### config.mk
export PLATFORM = sky130hd
export DESIGN_NAME = vdma_wr_arbiter
export DESIGN_NICKNAME = d
export VERILOG_FILES = /design/src/rtl/vdma_wr_arbiter_pkg.sv /design/src/rtl/rr_grant2.sv /design/src/rtl/vdma_wr_arbiter.sv
export SDC_FILE = /design/constraint.sdc
export NUM_CORES = 1
export LEC_CHECK = 0
export CORE_AREA = 2 2 379 381
export DETAILED_ROUTE_END_ITERATION = 7
export DIE_AREA = 0 0 381 383
export PLACE_DENSITY = 0.3
export SYNTH_ARGS = -nofsm -noshare
export SYNTH_HDL_FRONTEND = slang
export SYNTH_SLANG_ARGS = --single-unit
### constraint.sdc
create_clock -name axi_aclk -period 2.1 [get_ports axi_aclk]
set_input_delay 0.42 -clock axi_aclk [delete_from_list [all_inputs] [get_ports axi_aclk]]
set_output_delay 0.42 -clock axi_aclk [all_outputs]
set_load 0.01 [all_outputs]
### src/rtl/vdma_wr_arbiter_pkg.sv
// Shared types and constants for the two-port VDMA write arbiter.
// Holds the burst FSM state type, the OKAY response code and fixed AXI write attributes.
package vdma_wr_arbiter_pkg;

    typedef enum logic [1:0] {
        ST_IDLE = 2'd0,
        ST_AW   = 2'd1,
        ST_W    = 2'd2,
        ST_B    = 2'd3
    } wr_state_e;

    localparam logic [1:0] RESP_OKAY    = 2'b00;

    // Full-width 32-byte beats, incrementing bursts, bufferable/modifiable.
    localparam logic [2:0] AWSIZE_32B   = 3'b101;
    localparam logic [1:0] AWBURST_INCR = 2'b01;
    localparam logic [3:0] AWCACHE_BUF  = 4'b0011;
    localparam logic [2:0] AWPROT_DATA  = 3'b000;
    localparam logic [3:0] AWQOS_NONE   = 4'b0000;

endpackage

### src/rtl/rr_grant2.sv
// Two-way round-robin picker: when both ports request, the one not served last wins.
// last_grant resets to 1 so port 0 is served first after reset.
module rr_grant2 (
    input  logic       clk,
    input  logic       srst,
    input  logic [1:0] req,
    input  logic       update_en,
    input  logic       update_grant,
    output logic       pick
);

    logic last_grant_reg;

    always_ff @(posedge clk) begin
        if (srst) begin
            last_grant_reg <= 1'b1;
        end else if (update_en) begin
            last_grant_reg <= update_grant;
        end
    end

    always_comb begin
        pick = 1'b0;
        if (&req) begin
            pick = ~last_grant_reg;
        end else if (req[1]) begin
            pick = 1'b1;
        end
    end

endmodule

### src/rtl/vdma_wr_arbiter.sv
// Merges two upstream AXI write streams onto one master port, one burst at a time.
// Generates wlast from awlen, checks upstream wlast and flags bad write responses.
module vdma_wr_arbiter
    import vdma_wr_arbiter_pkg::*;
#(
    parameter int ASIZE     = 29,
    parameter int LSIZE     = 9,
    parameter int IDSIZE    = 4,
    parameter int AXI_DSIZE = 256
) (
    input  logic                     axi_aclk,
    input  logic                     axi_rst,
    input  logic [2*IDSIZE-1:0]      s_axi_awid,
    input  logic [2*ASIZE-1:0]       s_axi_awaddr,
    input  logic [2*LSIZE-1:0]       s_axi_awlen,
    input  logic [1:0]               s_axi_awvalid,
    output logic [1:0]               s_axi_awready,
    input  logic [2*AXI_DSIZE-1:0]   s_axi_wdata,
    input  logic [1:0]               s_axi_wlast,
    input  logic [1:0]               s_axi_wvalid,
    output logic [1:0]               s_axi_wready,
    output logic [3:0]               s_axi_bresp,
    output logic [1:0]               s_axi_bvalid,
    input  logic [1:0]               s_axi_bready,
    output logic [IDSIZE-1:0]        m_axi_awid,
    output logic [ASIZE-1:0]         m_axi_awaddr,
    output logic [LSIZE-1:0]         m_axi_awlen,
    output logic [2:0]               m_axi_awsize,
    output logic [1:0]               m_axi_awburst,
    output logic [3:0]               m_axi_awcache,
    output logic [2:0]               m_axi_awprot,
    output logic [3:0]               m_axi_awqos,
    output logic                     m_axi_awvalid,
    input  logic                     m_axi_awready,
    output logic [AXI_DSIZE-1:0]     m_axi_wdata,
    output logic [AXI_DSIZE/8-1:0]   m_axi_wstrb,
    output logic                     m_axi_wlast,
    output logic                     m_axi_wvalid,
    input  logic                     m_axi_wready,
    input  logic [IDSIZE-1:0]        m_axi_bid,
    input  logic [1:0]               m_axi_bresp,
    input  logic                     m_axi_bvalid,
    output logic                     m_axi_bready,
    output logic                     err_wlast,
    output logic                     err_resp
);

    wr_state_e         state_reg, state_next;
    logic              grant_reg;
    logic [IDSIZE-1:0] awid_reg;
    logic [LSIZE-1:0]  awlen_reg;
    logic [LSIZE-1:0]  beat_cnt_reg;
    logic              err_wlast_reg;
    logic              err_resp_reg;
    logic              pick;

    logic [IDSIZE-1:0]    awid_arr   [2];
    logic [ASIZE-1:0]     awaddr_arr [2];
    logic [LSIZE-1:0]     awlen_arr  [2];
    logic [AXI_DSIZE-1:0] wdata_arr  [2];
    logic [1:0]           bresp_arr  [2];

    genvar gi;
    generate
        for (gi = 0; gi < 2; gi++) begin : g_port
            assign awid_arr[gi]           = s_axi_awid[gi*IDSIZE +: IDSIZE];
            assign awaddr_arr[gi]         = s_axi_awaddr[gi*ASIZE +: ASIZE];
            assign awlen_arr[gi]          = s_axi_awlen[gi*LSIZE +: LSIZE];
            assign wdata_arr[gi]          = s_axi_wdata[gi*AXI_DSIZE +: AXI_DSIZE];
            assign s_axi_bresp[gi*2 +: 2] = bresp_arr[gi];
        end
    endgenerate

    logic aw_hs, w_hs, b_hs, last_beat;

    assign last_beat = (beat_cnt_reg == awlen_reg);
    assign aw_hs = (state_reg == ST_AW) && s_axi_awvalid[grant_reg] && m_axi_awready;
    assign w_hs  = (state_reg == ST_W)  && s_axi_wvalid[grant_reg]  && m_axi_wready;
    assign b_hs  = (state_reg == ST_B)  && m_axi_bvalid && s_axi_bready[grant_reg];

    rr_grant2 u_rr (
        .clk          (axi_aclk),
        .srst         (axi_rst),
        .req          (s_axi_awvalid),
        .update_en    (b_hs),
        .update_grant (grant_reg),
        .pick         (pick)
    );

    always_ff @(posedge axi_aclk) begin
        if (axi_rst) begin
            state_reg     <= ST_IDLE;
            grant_reg     <= 1'b0;
            awid_reg      <= '0;
            awlen_reg     <= '0;
            beat_cnt_reg  <= '0;
            err_wlast_reg <= 1'b0;
            err_resp_reg  <= 1'b0;
        end else begin
            state_reg    <= state_next;
            err_resp_reg <= 1'b0;
            if (state_reg == ST_IDLE && |s_axi_awvalid) begin
                grant_reg <= pick;
                awid_reg  <= awid_arr[pick];
                awlen_reg <= awlen_arr[pick];
            end
            if (w_hs) begin
                beat_cnt_reg <= last_beat ? '0 : beat_cnt_reg + 1'b1;
                // Upstream wlast is only checked; beat count always comes from awlen.
                if (s_axi_wlast[grant_reg] != last_beat) begin
                    err_wlast_reg <= 1'b1;
                end
            end
            if (b_hs) begin
                err_resp_reg <= (m_axi_bresp != RESP_OKAY) || (m_axi_bid != awid_reg);
            end
        end
    end

    always_comb begin
        state_next    = state_reg;
        m_axi_awid    = '0;
        m_axi_awaddr  = '0;
        m_axi_awlen   = '0;
        m_axi_awsize  = '0;
        m_axi_awburst = '0;
        m_axi_awcache = '0;
        m_axi_awprot  = '0;
        m_axi_awqos   = '0;
        m_axi_awvalid = 1'b0;
        s_axi_awready = '0;
        m_axi_wdata   = '0;
        m_axi_wlast   = 1'b0;
        m_axi_wvalid  = 1'b0;
        s_axi_wready  = '0;
        m_axi_bready  = 1'b0;
        s_axi_bvalid  = '0;
        bresp_arr[0]  = '0;
        bresp_arr[1]  = '0;
        unique case (state_reg)
            ST_IDLE: begin
                if (|s_axi_awvalid) state_next = ST_AW;
            end
            ST_AW: begin
                m_axi_awid               = awid_arr[grant_reg];
                m_axi_awaddr             = awaddr_arr[grant_reg];
                m_axi_awlen              = awlen_arr[grant_reg];
                m_axi_awsize             = AWSIZE_32B;
                m_axi_awburst            = AWBURST_INCR;
                m_axi_awcache            = AWCACHE_BUF;
                m_axi_awprot             = AWPROT_DATA;
                m_axi_awqos              = AWQOS_NONE;
                m_axi_awvalid            = s_axi_awvalid[grant_reg];
                s_axi_awready[grant_reg] = m_axi_awready;
                if (aw_hs) state_next = ST_W;
            end
            ST_W: begin
                m_axi_wdata             = wdata_arr[grant_reg];
                m_axi_wvalid            = s_axi_wvalid[grant_reg];
                m_axi_wlast             = last_beat;
                s_axi_wready[grant_reg] = m_axi_wready;
                if (w_hs && last_beat) state_next = ST_B;
            end
            ST_B: begin
                m_axi_bready            = s_axi_bready[grant_reg];
                s_axi_bvalid[grant_reg] = m_axi_bvalid;
                bresp_arr[grant_reg]    = m_axi_bresp;
                if (b_hs) state_next = ST_IDLE;
            end
            default: state_next = ST_IDLE;
        endcase
    end

    assign m_axi_wstrb = '1;
    assign err_wlast   = err_wlast_reg;
    assign err_resp    = err_resp_reg;

endmodule
# Word-level counts from Yosys, hierarchy flattened
# Index checks and enable logic that the tools add are counted.
dict set report op_classes {
  bitwise 8
  n_shift 0
  reduce_logical 18
  multipliers 0
  n_lt_le_gt_ge 5
  eq_ne 10
  n_mux 53
  n_div 0
  n_addsub 1
}
# cell count
set ops {}
lappend ops {{two-way mux 256 bit} 4}
lappend ops {{two-way mux 29 bit} 4}
lappend ops {{two-way mux 9 bit} 8}
lappend ops {{two-way mux 4 bit} 8}
lappend ops {{two-way mux 2 bit} 9}
lappend ops {{two-way mux 1 bit} 16}
lappend ops {{logical AND 1 bit} 10}
lappend ops {{adder 9 x 1 -> 9 bit, second input constant} 1}
lappend ops {{== test 9 bit} 1}
lappend ops {{case mux 2 bit (4 select lines)} 1}
lappend ops {{bitwise AND 2 bit} 3}
lappend ops {{bitwise AND 4 bit} 1}
lappend ops {{== test 2 bit, second input constant} 2}
lappend ops {{>= comparator 2 bit, second input constant} 2}
lappend ops {{!= test 2 x 1 -> 1 bit, second input constant} 2}
lappend ops {{!= test 2 bit, second input constant} 2}
lappend ops {{!= test 4 bit} 1}
lappend ops {{NOT 1 -> 2 bit} 2}
lappend ops {{AND reduction 2 bit} 2}
lappend ops {{AND reduction 4 bit} 1}
lappend ops {{OR reduction 2 bit} 2}
lappend ops {{two-way mux 3 bit} 1}
lappend ops {{demux 2 bit (select 1 bit)} 1}
lappend ops {{== test 2 x 1 -> 1 bit, second input constant} 1}
lappend ops {{other kinds (9)} 10}
dict set report word_totals {
  inputBits 615
  ram_bits 0
  out_inout_bits 362
  word_cells 103
  register_bits 28
  rom_bits 0
  memories 0
  latchBits 0
}

# Depth between registers and ports, before layout
dict set report depth {
  ltp_word 7
  depth_mapped 7
  depth_no_buf 7
}

# Modules after synthesis
# A second synthesis with hierarchy kept.
dict set report unflattened {
  cells_unflattened 905
  hier_area_um2 6626.4
}
# module cells_per_inst seq_area_each_um2 area_per_inst_um2 instances
set modules_own_cells {}
lappend modules_own_cells {vdma_wr_arbiter 901 540.5 6583.8 1}
lappend modules_own_cells {rr_grant2 4 20.0 42.5 1}

# Worst setup path before layout
# Ideal clock, no wire load.
dict set report synth_timing {
  path_type {flip-flop to output port}
  from {register state_reg[0]}
  to {output m_axi_wdata[245]}
  n_path_buf 2
  t_required_ns 1.680
  arrival_ns 1.424
  path_slack_ns 0.256
  stages_incl_launch_ff 7
  path_cell_list {dfxtp_1 inv_1 ha_1 inv_2 clkbuf_1 buf_1 nor2_1}
}
dict set report synth_between {
  elab_chain_len 2
}
# item line_no
set synth_rtl {}
lappend synth_rtl {{start, declared} vdma_wr_arbiter.sv:48} ;# wr_state_e state_reg, state_next;
lappend synth_rtl {{start signal, assigned} vdma_wr_arbiter.sv:100} ;# state_reg <= state_next;
lappend synth_rtl {{== test 2 bit} vdma_wr_arbiter.sv:140} ;# unique case (state_reg)
lappend synth_rtl {{two-way mux 256 bit} vdma_wr_arbiter.sv:140}
lappend synth_rtl {{end, declared} vdma_wr_arbiter.sv:35} ;# output logic [AXI_DSIZE-1:0] m_axi_wdata,
# No other way between the ends.

# Worst setup path after layout
dict set report layout_timing {
  from {register grant_reg}
  to {output m_axi_wdata[80]}
}
dict set report layout_between {
  elab_chain_len 5
}
# item line_no
set layout_rtl {}
lappend layout_rtl {{start, declared} vdma_wr_arbiter.sv:49} ;# logic grant_reg;
lappend layout_rtl {{start signal, assigned} vdma_wr_arbiter.sv:103} ;# grant_reg <= pick;
lappend layout_rtl {{NOT 1 -> 2 bit (implied by the code)} vdma_wr_arbiter.sv:158} ;# m_axi_wdata = wdata_arr[grant_reg];
lappend layout_rtl {{two-way mux 256 bit (implied by the code) (3 in series)} vdma_wr_arbiter.sv:158}
lappend layout_rtl {{two-way mux 256 bit} vdma_wr_arbiter.sv:140}
# No other way between the ends. The select of a mux whose other input is x is not followed.

==> results by group <==
Outcome
  – Outcome: complete, but fails checks
  – Failing checks: negative setup slack

Detailed routing
  – Drt pass-1 iters: 4
  – Post-DRT Antenna Nets: 0
  – Via count: roughly 11000
  – DRT Wirelength: roughly 98 mm
  – Drt via density: ~2.8
  – DR DRC count: 0
  – DR iter-0 viols: around 340
  – Wirelength per Cell: 24.2 microns

Min path
  – Worst min path class: register to register

STA
  – Max-slew violation count: 0
  – F_max: 418 MHz
  – Period utilization: 114%
  – Setup TNS: -26.00 ns
  – Final Hold Vio Count: 0
  – Final Skew: roughly 0.0057 ns
  – Min Tclk post-route: between 2 and 2.5 ns
  – Unrepaired setup endpoints after global routing: yes
  – Final setup fails: 262
  – Fin worst setup slack: -0.290 ns

Global routing
  – Total GRT Usage: between 10% and 20%
  – Vias in the first global route: 11800
  – Largest net degree at the start of global routing: 35
  – Gr ovfl total: 0
  – Initial antenna violation count: 18
  – First-pass GRT wire length: 120 mm

Floorplanning
  – Die Wd: 381 microns
  – Initial Util: about 4.5%
  – Die height: 383 microns
  – Ports: just under 1000
  – Core Box Area: about 0.14 sq mm
  – Die ar.: approximately 0.15 sq mm
  – Std cell rows: 139

Yosys
  – Async S/R FF share, synth: 0%
  – EDFF count, synth: 0
  – Mean Syn Cell Area: a little over 7 sq um
  – Sequential area share after synthesis: 8.68%
  – Synth top area share: 48.8%
  – Cell taking the most area after synthesis: mux2i_1
  – Synth top area cells: mux2i_1 49%, nor2_1 16%, dfxtp_1 8.7%
  – Synthesized cell area: 0.00646 sq mm
  – Dominant synthesized flop cell: dfxtp_1
  – Most frequent cell after synthesis: mux2i_1
  – FF+latch count, synth: 28
  – Mapped Cells: between 800 and 900
  – Post-synth top cells: 315 x mux2i_1, 282 x nor2_1, 48 x buf_4
  – Yosys warns: 0
  – Post-synthesis cell type count: 39

Setup path
  – Kind of critical path: register to output port
  – Worst path bufs/invs: 6
  – Slowest cell on crit path: dfxtp_4
  – Crit-path cells: buf_12 > buf_4 > clkbuf_16 > buf_8 > mux2i_4 > nor2_4 > buf_6 > buf_12
  – Cell mode on critical path: buf_12
  – Max stage delay on crit path: ~0.37 ns
  – CP top delay family: buffers and inverters
  – Worst endpoint required time: roughly 1.7 ns
  – Crit path DAT: just under 2 ns
  – Critical path peak fanout: 7
  – CP Launch Type: register
  – Setup crit end kind: output port

Final layout
  – Final Core Density: about 18%
  – NumNets Final: about 2800
  – Fillers: 16100
  – Share of layout cells above drive strength 1: 42.7%
  – Synth-to-Final Area Change: 292%

Clocking
  – Bufs on Longest Clock Path: 2
  – CTS tree: built
  – Clock root buffer: clkbuf_16
  – H-tree Lvls: 1
  – Clock-pin slew on the worst setup and hold paths: approximately 0.080 ns
  – Clk Latency, worst-skew pair: 0.27 ns
  – Number of CTS-inserted buffers: 3
  – Num Clock Sinks: 28

Placement
  – PortBufs: 933
  – Final RePlAce weighted congestion: 0.865
  – Detail Placement HPWL: 81.5 mm

Pwr
  – Peak supply drop: 0.365 mV
  – P per Cell Area: 551 mW/mm^2
  – Leakage: between 9 and 10 nW

Run
  – Max cap viols: 0
[metrics by stage]
step	hold slack, ns	worst slack (ns)	power [mW]	std cells	instance area (sq um)
2_1_floorplan	0.445	0.256	3.86	934	6610
3_3_place_gp	0.436	-0.582	9.85	3891	20400
3_5_place_dp	0.454	-0.588	9.77	3891	20400
4_1_cts	0.467	-0.319	12.2	3953	22700
5_1_grt	0.512	-0.320	14.8	4046	25300
6_report	0.459	-0.290	14.0	4051	25300
[routing by layer]
layer	global-route usage, %	part of all wire, %	wire length, microns
met5	0	0.048	47
met4	1.82	1.7	1640
met3	3.18	7.4	7270
met2	20.9	49	47700
met1	15.8	42	41300
[cells by family after synthesis]
kind of cell               Yosys count  synth area share, %
buffers and inverters              127                 10.8
xor gates and xnor gates            21                 2.85
adders and majority gates            6                 1.16
and+or+nand+nor                    363                 24.2
DFF                                 28                 8.68
other                                2                0.116
AOI/OAI and AO/OA                   30                 3.22
muxes                              316                 49.0
[what timing repair did]
item	CTS	global route
endpoints found under the hold margin	0	0
cloned	17	19
buffers inserted	55	99
pin swaps	12	53
hold buffers	0	0
endpoints found under the setup margin	318	319
gates resized for setup	776	669
[final cells by class]
cell class	instances	area (sq um)	area share (%)
Antenna cell	7	17.5	0.0692
Clock buffer	4	100	0.395
Inverter	5	45.0	0.178
Multi-Input combinational cell	779	7660	30.3
Sequential cell	28	567	2.24
Tap cell	1903	2380	9.40
Timing Repair Buffer	1320	14400	57.0
Timing Repair inverter	5	111	0.440
[cell usage in the layout (no fill, tap or decap), drive strengths merged, types with 7 or more instances in the layout]
| cell type | count |
|---|---|
| a211oi | 13 |
| buf | 578 |
| clkbuf | 45 |
| clkdlybuf4s15 | 17 |
| clkdlybuf4s50 | 619 |
| conb | 43 |
| dfxtp | 28 |
| diode | 7 |
| dlygate4sd2 | 36 |
| dlymetal6s2s | 29 |
| inv | 7 |
| mux2i | 315 |
| nand2 | 8 |
| nor2 | 283 |
| nor2b | 44 |
| xor2 | 17 |
[worst register-to-register path: cells and delay by family (launching register included)]
kind	cells	cell delay (ns)
buffers and inverters	6	0.94
AND/OR/NAND/NOR	3	0.46
flip-flops	1	0.37
XOR/XNOR	1	0.15
multiplexers	1	0.12
[final timing paths]
kind                                        to              startpoint  slack [ns]  cells after the start
setup / recovery               m_axi_wdata[80]  grant_reg$_SDFFE_PP0P_       -0.29                      8
hold / removal          err_wlast$_SDFFE_PP0P_  err_wlast$_SDFFE_PP0P_        0.46                      2
setup reg to reg  beat_cnt_reg[7]$_SDFFE_PP0P_  grant_reg$_SDFFE_PP0P_       -0.04                     11
hold reg to reg         err_wlast$_SDFFE_PP0P_  err_wlast$_SDFFE_PP0P_        0.46                      2
[where the power goes]
part | internal, mW | switching, mW | leakage, nW | total [mW]
logic | 7.07 | 5.60 | 9.61 | 12.7
registers | 0.649 | 0.0910 | 0.231 | 0.740
clock network | 0.333 | 0.214 | 0.0493 | 0.547
total | 8.05 | 5.90 | 9.89 | 14.0
(Power assumes the default switching activity.)
